===== src/rtl/tdm_demux_pkg.sv =====
// Shared constants and types for the 1:8 TDM demux.
// Lane n of every 8-lane bus occupies bits [n*W +: W].
package tdm_demux_pkg;

   localparam int NCH       = 8;
   localparam int SELW      = 3;
   localparam int LAST_LANE = NCH - 1;
   localparam int ERR_CNT_W = 8;

   localparam logic [SELW-1:0]      LANE_FIRST  = '0;
   localparam logic [SELW-1:0]      LANE_SECOND = SELW'(1);
   localparam logic [ERR_CNT_W-1:0] ERR_CNT_MAX = '1;

   typedef enum logic {
      ST_HUNT   = 1'b0,
      ST_LOCKED = 1'b1
   } state_t;

   // Low bit index of lane n in a packed bus of w-bit lanes.
   function automatic int lane_lo(input int n, input int w);
      return n * w;
   endfunction

endpackage


===== src/rtl/tdm_demux_1_8_if.sv =====
// Time-multiplexed sample stream into the demux: one sample per valid cycle,
// frame_sync marks channel 0 and is only meaningful while din_valid is high.
interface tdm_demux_1_8_if #(
   parameter int W = 1
);

   logic [W-1:0] din;
   logic         din_valid;
   logic         frame_sync;

   modport master (
      output din,
      output din_valid,
      output frame_sync
   );

   modport slave (
      input din,
      input din_valid,
      input frame_sync
   );

endinterface


===== src/rtl/tdm_demux_1_8_dec.sv =====
// 3-to-8 lane decoder: one-hot enable for the selected lane when en is high.
// Purely combinational; used for both lane loads and ch_stb.
module dec_3_8
   import tdm_demux_pkg::*;
(
   input  logic [SELW-1:0] sel,
   input  logic            en,
   output logic [NCH-1:0]  onehot
);

   always_comb begin
      onehot = '0;
      if (en) begin
         onehot[sel] = 1'b1;
      end
   end

endmodule


===== src/rtl/tdm_demux_1_8.sv =====
// 1:8 TDM demux with frame alignment; every output registered 1 cycle after accept, no backpressure.
// Optional saturating sync-error counter on err_cnt when TDM_DEMUX_ERR_CNT_EN is defined.
module tdm_demux_1_8
   import tdm_demux_pkg::*;
#(
   parameter int W = 1
) (
   input  logic              clk,
   input  logic              rst,
   tdm_demux_1_8_if.slave    rx,
   output logic [SELW-1:0]   ch_sel,
   output logic [NCH*W-1:0]  ch_out,
   output logic [NCH-1:0]    ch_stb,
   output logic [NCH*W-1:0]  frame_out,
   output logic              frame_valid,
   output logic              locked,
   output logic              sync_err
`ifdef TDM_DEMUX_ERR_CNT_EN
   ,
   output logic [ERR_CNT_W-1:0] err_cnt
`endif
);

   state_t             state_q, state_d;
   logic [SELW-1:0]    cnt_q, cnt_d;
   logic [NCH*W-1:0]   ch_out_q, ch_out_d;
   logic [NCH*W-1:0]   shadow_q, shadow_d;
   logic [NCH*W-1:0]   frame_out_q, frame_out_d;
   logic [NCH-1:0]     ch_stb_q, ch_stb_d;
   logic               frame_valid_q, frame_valid_d;
   logic               locked_q, locked_d;
   logic               sync_err_q, sync_err_d;
   logic               wr_en;
   logic [SELW-1:0]    wr_lane;
   logic [NCH-1:0]     lane_en;

   // Alignment FSM: decides whether this accept writes a lane and which one.
   always_comb begin
      state_d    = state_q;
      cnt_d      = cnt_q;
      wr_en      = 1'b0;
      wr_lane    = cnt_q;
      sync_err_d = 1'b0;
      if (rx.din_valid) begin
         unique case (state_q)
            ST_HUNT: begin
               if (rx.frame_sync) begin
                  wr_en   = 1'b1;
                  wr_lane = LANE_FIRST;
                  cnt_d   = LANE_SECOND;
                  state_d = ST_LOCKED;
               end
            end
            ST_LOCKED: begin
               if (rx.frame_sync == (cnt_q == LANE_FIRST)) begin
                  wr_en   = 1'b1;
                  wr_lane = cnt_q;
                  cnt_d   = cnt_q + 1'b1;
               end else if (rx.frame_sync) begin
                  // Early sync: abandon the partial frame and realign on this sample.
                  sync_err_d = 1'b1;
                  wr_en      = 1'b1;
                  wr_lane    = LANE_FIRST;
                  cnt_d      = LANE_SECOND;
               end else begin
                  sync_err_d = 1'b1;
                  cnt_d      = LANE_FIRST;
                  state_d    = ST_HUNT;
               end
            end
            default: begin
               cnt_d   = LANE_FIRST;
               state_d = ST_HUNT;
            end
         endcase
      end
      locked_d = (state_d == ST_LOCKED);
   end

   dec_3_8 u_dec (
      .sel    (wr_lane),
      .en     (wr_en),
      .onehot (lane_en)
   );

   // Shadow collects the frame in progress; frame_out only ever takes a whole frame.
   always_comb begin
      ch_out_d    = ch_out_q;
      shadow_d    = shadow_q;
      frame_out_d = frame_out_q;
      ch_stb_d    = lane_en;
      for (int n = 0; n < NCH; n++) begin
         if (lane_en[n]) begin
            ch_out_d[lane_lo(n, W) +: W] = rx.din;
            shadow_d[lane_lo(n, W) +: W] = rx.din;
         end
      end
      frame_valid_d = lane_en[LAST_LANE];
      if (frame_valid_d) begin
         frame_out_d = shadow_d;
      end
   end

`ifdef TDM_DEMUX_ERR_CNT_EN
   logic [ERR_CNT_W-1:0] err_cnt_q, err_cnt_d;

   always_comb begin
      err_cnt_d = err_cnt_q;
      if (sync_err_d && (err_cnt_q != ERR_CNT_MAX)) begin
         err_cnt_d = err_cnt_q + 1'b1;
      end
   end

   always_ff @(posedge clk) begin
      if (rst) begin
         err_cnt_q <= '0;
      end else begin
         err_cnt_q <= err_cnt_d;
      end
   end

   assign err_cnt = err_cnt_q;
`endif

   always_ff @(posedge clk) begin
      if (rst) begin
         state_q       <= ST_HUNT;
         cnt_q         <= '0;
         ch_out_q      <= '0;
         shadow_q      <= '0;
         frame_out_q   <= '0;
         ch_stb_q      <= '0;
         frame_valid_q <= 1'b0;
         locked_q      <= 1'b0;
         sync_err_q    <= 1'b0;
      end else begin
         state_q       <= state_d;
         cnt_q         <= cnt_d;
         ch_out_q      <= ch_out_d;
         shadow_q      <= shadow_d;
         frame_out_q   <= frame_out_d;
         ch_stb_q      <= ch_stb_d;
         frame_valid_q <= frame_valid_d;
         locked_q      <= locked_d;
         sync_err_q    <= sync_err_d;
      end
   end

   assign ch_sel      = cnt_q;
   assign ch_out      = ch_out_q;
   assign ch_stb      = ch_stb_q;
   assign frame_out   = frame_out_q;
   assign frame_valid = frame_valid_q;
   assign locked      = locked_q;
   assign sync_err    = sync_err_q;

endmodule


===== src/flat_wrapper.sv =====
// flat-port wrapper written by rule: the top's interface ports become plain ports
module tdm_demux_1_8_flat import tdm_demux_pkg::*;
#(
   parameter int W = 1
)
  (clk, rst, ch_sel, ch_out, ch_stb, frame_out, frame_valid, locked, sync_err, rx_din, rx_din_valid, rx_frame_sync);
  tdm_demux_1_8_if #(.W(W)) rx_i ();
  input  logic clk;
  input  logic rst;
  output logic [SELW-1:0] ch_sel;
  output logic [NCH*W-1:0] ch_out;
  output logic [NCH-1:0] ch_stb;
  output logic [NCH*W-1:0] frame_out;
  output logic frame_valid;
  output logic locked;
  output logic sync_err;
  input wire logic [$bits(rx_i.din)-1:0] rx_din;
  input wire logic [$bits(rx_i.din_valid)-1:0] rx_din_valid;
  input wire logic [$bits(rx_i.frame_sync)-1:0] rx_frame_sync;
  assign rx_i.din = rx_din;
  assign rx_i.din_valid = rx_din_valid;
  assign rx_i.frame_sync = rx_frame_sync;
  tdm_demux_1_8 #(.W(W)) u_core (.clk(clk), .rst(rst), .rx(rx_i), .ch_sel(ch_sel), .ch_out(ch_out), .ch_stb(ch_stb), .frame_out(frame_out), .frame_valid(frame_valid), .locked(locked), .sync_err(sync_err));
endmodule

===== config.mk =====
export PLATFORM = sky130hd
export DESIGN_NAME = tdm_demux_1_8_flat
export DESIGN_NICKNAME = d
export VERILOG_FILES = /design/src/rtl/tdm_demux_pkg.sv /design/src/rtl/tdm_demux_1_8_if.sv /design/src/rtl/tdm_demux_1_8_dec.sv /design/src/rtl/tdm_demux_1_8.sv /design/src/flat_wrapper.sv
export SDC_FILE = /design/constraint.sdc
export NUM_CORES = 1
export LEC_CHECK = 0
export BUFFER_PORTS_ARGS = -buffer_cell sky130_fd_sc_hd__buf_2
export CAP_MARGIN = 20
export CORE_MARGIN = 2
export CORE_UTILIZATION = 55
export CTS_CLUSTER_SIZE = 10
export DETAILED_ROUTE_END_ITERATION = 12
export PLACE_DENSITY = 0.82
export SETUP_SLACK_MARGIN = 0.05
export SLEW_MARGIN = 20
export SYNTH_ARGS = -nofsm -noshare
export SYNTH_HDL_FRONTEND = slang
export SYNTH_SLANG_ARGS = --single-unit

===== constraint.sdc =====
create_clock -name clk -period 4.1 [get_ports clk]
set_input_delay 0.205 -clock clk [delete_from_list [all_inputs] [get_ports clk]]
set_output_delay 0.205 -clock clk [all_outputs]
set_load 0.01 [all_outputs]

# Word level (Yosys, flattened, before mapping)
# Index checks and enable logic that the tools add are counted.
[op_classes]
reduce_logical = 4
bitwise_logic = 2
n_mux = 24
n_addsub = 1
eq_ne = 2
n_lt_le_gt_ge = 2
[ops]
columns = ["operator", "n"]
rows = [
  ["$mux W3", 5],
  ["$mux W1", 14],
  ["$pmux W3 S2", 2],
  ["$mux W8", 1],
  ["$lt A3 B4 Y1 const B", 1],
  ["$add A3 B1 Y3 const B", 1],
  ["$demux W1 S3", 1],
  ["$ge A3 B1 Y1 const B", 1],
  ["$logic_not A3 Y1", 1],
  ["$reduce_or A3 Y1", 1],
  ["$ne A2 B2 Y1 const B", 1],
  ["$not A1 Y1", 2],
  ["$pmux W1 S2", 1],
  ["$reduce_and A2 Y1", 1],
  ["$eq A1 B1 Y1", 1],
  ["$logic_and A1 B1 Y1", 1],
]
[totals]
wordCells = 50
regBits = 38
in_bits = 5
output_inout_bits = 30

# Depth between registers and ports, before layout
[logic_depth]
word_depth = 11
depth_mapped = 9
depth_no_buf = 8

# Cells and area by module
# Synthesis repeated with hierarchy kept, for this count alone.
[hier_totals]
hier_cells = 140
area_unflattened_um2 = 1441.4
[modules_own_cells]
columns = ["mod", "seq_area_each_um2", "area_per_inst_um2", "cells_per_inst", "n_inst"]
rows = [
  ["tdm_demux_1_8", 720.7, 1346.3, 132, 1],
  ["dec_3_8", 0.0, 95.1, 8, 1],
]

# Worst setup path after synthesis
# Ideal clock, no wire load.
[synth_timing]
path_type = "register to register"
startpoint = "register u_core.cnt_q[0], in the netlist u_core.ch_sel[0]"
endpoint = "register u_core.ch_out_q[3], in the netlist u_core.ch_out[3]"
required_ns = 3.972
period_less_slack_ns = 2.145
t_arrival_ns = 2.017
path_buffers = 0
path_slack_ns = 1.955
setup_ns = 0.128
path_stages_with_launch = 9
path_cell_list = "dfxtp_1 -> inv_1 -> ha_1 -> nor2b_1 -> ha_1 -> and2_1 -> o2111ai_1 -> mux2i_1 -> nor2_1"
[synth_via]
elab_chain_len = 10
elab_cells_between_ends = 15
classes_between = "order compare: 2; eq/ne: 1; mux: 10; reduce/logical: 2"
[synth_rtl]
columns = ["element", "line_no", "rtl"]
rows = [
  ["start: declaration", "tdm_demux_1_8.sv:25", "logic [SELW-1:0] cnt_q, cnt_d;"],
  ["start signal: assignment", "tdm_demux_1_8.sv:138", "cnt_q <= cnt_d;"],
  ["$logic_not A3 Y1", "tdm_demux_1_8.sv:55", "if (rx.frame_sync == (cnt_q == LANE_FIRST)) begin"],
  ["$eq A1 B1 Y1", "tdm_demux_1_8.sv:55", ""],
  ["$mux W3", "tdm_demux_1_8.sv:55", ""],
  ["$pmux W3 S2", "tdm_demux_1_8.sv:45", "unique case (state_q)"],
  ["$mux W3", "tdm_demux_1_8.sv:44", "if (rx.din_valid) begin"],
  ["$lt A3 B4 Y1 (implied by the code) / $ge A3 B1 Y1 (equally long branches)", "tdm_demux_1_8_dec.sv:14", "onehot[sel] = 1'b1;"],
  ["$logic_and A1 B1 Y1 (implied by the code)", "tdm_demux_1_8_dec.sv:14", ""],
  ["$mux W1 (implied by the code)", "tdm_demux_1_8_dec.sv:14", ""],
  ["$demux W1 S3", "tdm_demux_1_8_dec.sv:14", ""],
  ["$mux W8 (*)", "tdm_demux_1_8_dec.sv:13", "if (en) begin"],
  ["end signal: assignment", "tdm_demux_1_8.sv:139", "ch_out_q <= ch_out_d;"],
  ["end: declaration", "tdm_demux_1_8.sv:26", "logic [NCH*W-1:0] ch_out_q, ch_out_d;"],
]
# Every way passes the cells marked *; elsewhere a longest branch is shown, timed or not.
# A chain may end at the register's enable or synchronous reset.

# Final worst setup path
[layout_timing]
startpoint = "register u_core.cnt_q[1], in the netlist u_core.ch_sel[1]"
endpoint = "register u_core.ch_out_q[7], in the netlist u_core.ch_out[7]"
# Same word-level chain as after synthesis.

==> impl_metrics.prom <==
# TYPE chip_impl_metric gauge
chip_impl_info{name="outcome",value="finished clean"} 1
chip_impl_metric{name="timing.final.crit_period",unit="ps"} 2370
chip_impl_metric{name="wire_length_of_the_first_global_routing_pass",unit="um"} 4260
chip_impl_metric{name="post_route_cells_drive_above_1_share",unit="%"} 26.6
chip_impl_metric{name="setup_violations_final",unit=""} 0
chip_impl_metric{name="mappedNetlistNets",unit=""} 154
chip_impl_metric{name="die_width",unit="um"} 54.7
chip_impl_metric{name="yosysWarnings",unit=""} 0
chip_impl_metric{name="crit_arrival",unit="ps"} 2650
chip_impl_metric{name="synth_seq_cells",unit=""} 36
chip_impl_metric{name="cap_violations",unit=""} 0
chip_impl_metric{name="post-cts-setup-buffers",unit=""} 0
chip_impl_metric{name="route.antenna.remaining_nets",unit=""} 0
chip_impl_info{name="rsz0062_at_grt",value="no"} 1
chip_impl_info{name="critical_path.endpoint_type",value="flip-flop"} 1
chip_impl_metric{name="grt_start_max_net_pins",unit=""} 37
chip_impl_metric{name="cts_repair_resize_count",unit=""} 0
chip_impl_metric{name="worst_clock_skew",unit="ps"} 8.26
chip_impl_metric{name="overall_die_area",unit="um2"} 2990
chip_impl_info{name="netlist.top_cell.by_area",value="sky130_fd_sc_hd__dfxtp_1"} 1
chip_impl_metric{name="drt_drc_violations_left",unit=""} 0
chip_impl_metric{name="avgSynthCellArea",unit="um2"} 9.68
chip_impl_metric{name="placement_rows",unit=""} 18
chip_impl_metric{name="ios",unit=""} 35
chip_impl_metric{name="finalMaxSlewViolations",unit=""} 0
chip_impl_metric{name="postSynthCellCount",unit=""} 146
chip_impl_metric{name="drt-total-wl",unit="um"} 2780
chip_impl_metric{name="worst_slack",unit="ps"} 1730
chip_impl_metric{name="clock_tree_sinks",unit=""} 36
chip_impl_info{name="cts_root_buffer",value="sky130_fd_sc_hd__clkbuf_4"} 1
chip_impl_metric{name="die_y",unit="um"} 54.7
chip_impl_info{name="worstReg2RegStart",value="u_core.ch_sel[1]"} 1
chip_impl_metric{name="place_congestion",unit=""} 0.871
chip_impl_metric{name="grt.total_usage",unit="%"} 20.7
chip_impl_metric{name="nets",unit=""} 184
chip_impl_metric{name="dp_hpwl",unit="um"} 1950
chip_impl_metric{name="ctsLongestPathBuffers",unit=""} 2
chip_impl_metric{name="first_pass_iters",unit=""} 4
chip_impl_info{name="element_type_at_the_critical_path_start",value="flip-flop"} 1
chip_impl_metric{name="report.power.total",unit="mW"} 0.638
chip_impl_metric{name="post_drt_via_cell_ratio",unit=""} 5.41
chip_impl_metric{name="layout_worst_path_cycle_share",unit="%"} 57.8
chip_impl_info{name="timing.hold.worst_endpoint",value="u_core.ch_out[3]"} 1
chip_impl_metric{name="power.ir.vdd_worst",unit="uV"} 431
chip_impl_metric{name="timing.setup.tns",unit="ps"} 0
chip_impl_metric{name="postLayoutCellArea",unit="um2"} 1640
chip_impl_metric{name="via_count_of_the_first_global_routing_pass",unit=""} 1012
chip_impl_metric{name="drt_iter0_drcs",unit=""} 16
chip_impl_metric{name="hold_viol_final",unit=""} 0
chip_impl_metric{name="worst_skew_pair.late_latency",unit="ps"} 340
chip_impl_metric{name="reg2reg_depth",unit=""} 8
chip_impl_metric{name="critPathMaxFanout",unit=""} 12
chip_impl_info{name="min_path_type",value="input pin to flip-flop"} 1
chip_impl_metric{name="maxSlewHeadroom",unit="%"} 58.3
chip_impl_metric{name="area.growth.synth_to_final",unit="%"} 15.9
chip_impl_metric{name="vias",unit=""} 1120
chip_impl_metric{name="overflow",unit=""} 0
chip_impl_info{name="highest_count_cells_in_the_layout_ignoring_fill_and_taps",value="36 x sky130_fd_sc_hd__dfxtp_1, 34 x sky130_fd_sc_hd__buf_2, 22 x sky130_fd_sc_hd__nor2_1, 14 x sky130_fd_sc_hd__mux2i_1, 11 x sky130_fd_sc_hd__a21oi_1"} 1
chip_impl_metric{name="place_ws",unit="ps"} 1750
chip_impl_metric{name="regToRegSetupSlack",unit="ps"} 1730
chip_impl_info{name="tritoncts",value="built"} 1
chip_impl_metric{name="buffer_ports.inserted",unit=""} 34
chip_impl_metric{name="yosys.area.top_type_share",unit="%"} 51.0
chip_impl_metric{name="tritoncts.num_buffers",unit=""} 5
chip_impl_metric{name="coreArea",unit="um2"} 2450
chip_impl_metric{name="placed_standard_cell_area",unit="um2"} 1560
chip_impl_metric{name="clock_tree.htree_level_count",unit=""} 2
chip_impl_info{name="min_from",value="rx_din"} 1
chip_impl_metric{name="worst_setup_hold_path_clk_slew",unit="ps"} 110
chip_impl_metric{name="mappedNetlistArea",unit="um2"} 1410
chip_impl_info{name="crit-reg2reg-capture",value="u_core.ch_out[7]"} 1
chip_impl_metric{name="static-leakage-power",unit="nW"} 0.798
chip_impl_metric{name="number_of_antenna_violations_at_the_first_check_in_global_routing",unit=""} 0
chip_impl_info{name="mostFrequentLayoutCell",value="sky130_fd_sc_hd__dfxtp_1"} 1
chip_impl_metric{name="fmax",unit="MHz"} 422
chip_impl_metric{name="p_per_area",unit="nW/um2"} 390
chip_impl_info{name="worstSetupPathType",value="flip-flop to flip-flop"} 1
chip_impl_metric{name="final_util",unit="%"} 66.7
chip_impl_metric{name="post_cts_hold_buffer_count",unit=""} 0
chip_impl_metric{name="antenna-diode-count",unit=""} 0
chip_impl_info{name="ys_top_cells_by_area",value="sky130_fd_sc_hd__dfxtp_1 51%, sky130_fd_sc_hd__mux2i_1 9.9%, sky130_fd_sc_hd__nor2_1 5.8%, sky130_fd_sc_hd__a21oi_1 3.9%, sky130_fd_sc_hd__o21ai_0 3.2%"} 1
chip_impl_metric{name="worst_margin_slew",unit="ps"} 625
chip_impl_metric{name="initial_utilization",unit="%"} 57.5
chip_impl_metric{name="average_wire_per_standard_cell",unit="um"} 13.4
chip_impl_metric{name="yosysUniqueCellTypes",unit=""} 32
chip_impl_metric{name="whs_path_depth",unit=""} 3
chip_impl_metric{name="fraction_of_the_yosys_area_taken_by_sequential_cells",unit="%"} 51.0
chip_impl_metric{name="crit_required",unit="ps"} 4380
state kept, by name, indices dropped and copies added, names as in the netlist:
register            flops
u_core.ch_sel           3
u_core.shadow_q         7
u_core.frame_out        8
u_core.ch_stb           7
u_core.frame_valid      1
u_core.ch_out           8
u_core.locked           1
u_core.sync_err         1
routing by layer:
| layer | global-route usage (%) | vias to the layer above | routed length (um) |
|---|---|---|---|
| li1 | - | 558 | - |
| met1 | 22.3 | 518 | 1210 |
| met2 | 34.3 | 34 | 1330 |
| met5 | 0 | - | 0 |
| met3 | 6.83 | 10 | 156 |
| met4 | 13.8 | 0 | 80 |
per-stage QoR:
stage / instances / hold slack [ps]
2_1_floorplan: 146 / 453
3_3_place_gp: 199 / 439
3_5_place_dp: 199 / 448
4_1_cts: 207 / 192
5_1_grt: 207 / 218
6_report: 207 / 222
where the power goes:
group          internal [mW]  switching (mW)
Clock                  0.127           0.118
Sequential             0.353         0.00417
Combinational         0.0116          0.0232
worst max-delay path, stage by stage (launching register included):
cell and delay, ps:
sky130_fd_sc_hd__dfxtp_1 510, sky130_fd_sc_hd__inv_1 150, sky130_fd_sc_hd__ha_1 200, sky130_fd_sc_hd__nor2b_1 130
sky130_fd_sc_hd__ha_1 220, sky130_fd_sc_hd__and4bb_4 410, sky130_fd_sc_hd__nand4_4 250, sky130_fd_sc_hd__or2_1 310
sky130_fd_sc_hd__a21oi_1 110
cells in the mapped netlist, drive strengths merged:
cell	count
dfxtp	36
nor2	22
mux2i	14
a21oi	11
o21ai	9
buf	7
nand2	7
nor3	6
clkbuf	4
inv	4
nor2b	4
ha	3
nand4	3
or3	3
a211oi	1
a311oi	1
a31oi	1
a32oi	1
and2	1
and4	1
and4bb	1
nand2b	1
nand3b	1
nor3b	1
o2111ai	1
o211ai	1
or2	1
how the worst max path moves through the flow:
stage	start	end	slack [ps]	cells after the start
6_report	u_core.ch_sel[1]	u_core.ch_out[7]	1730	8
5_1_grt	u_core.ch_sel[0]	u_core.shadow_q[1]	1510	8
4_1_cts	u_core.ch_sel[1]	u_core.ch_out[7]	1730	8
3_5_place_dp	u_core.ch_sel[1]	u_core.ch_out[7]	1750	8
3_3_place_gp	u_core.ch_sel[0]	u_core.ch_out[7]	1850	8
2_1_floorplan	u_core.ch_sel[0]	u_core.ch_out[3]	1960	8
layout make-up:
cell class	instances	area, um2
Clock inverter	3	42.5
Multi-Input combinational cell	95	613
Clock buffer	5	37.5
Timing Repair Buffer	34	170
Sequential cell	36	721
Tap cell	30	37.5
Inverter	4	15.0
Fill cell	213	818
cell families (layout without fill, tap and decap cells):
group | count (synthesis) | in the layout | synth area share (%)
AOI/OAI and AO/OA | 26 | 26 | 10.8
adders and majority gates | 3 | 3 | 2.66
buffers and inverters | 15 | 46 | 5.58
DFF | 36 | 36 | 51.0
muxes | 14 | 14 | 9.92
and+or+nand+nor | 52 | 52 | 20.0
Power figures use the tool's default switching activity.
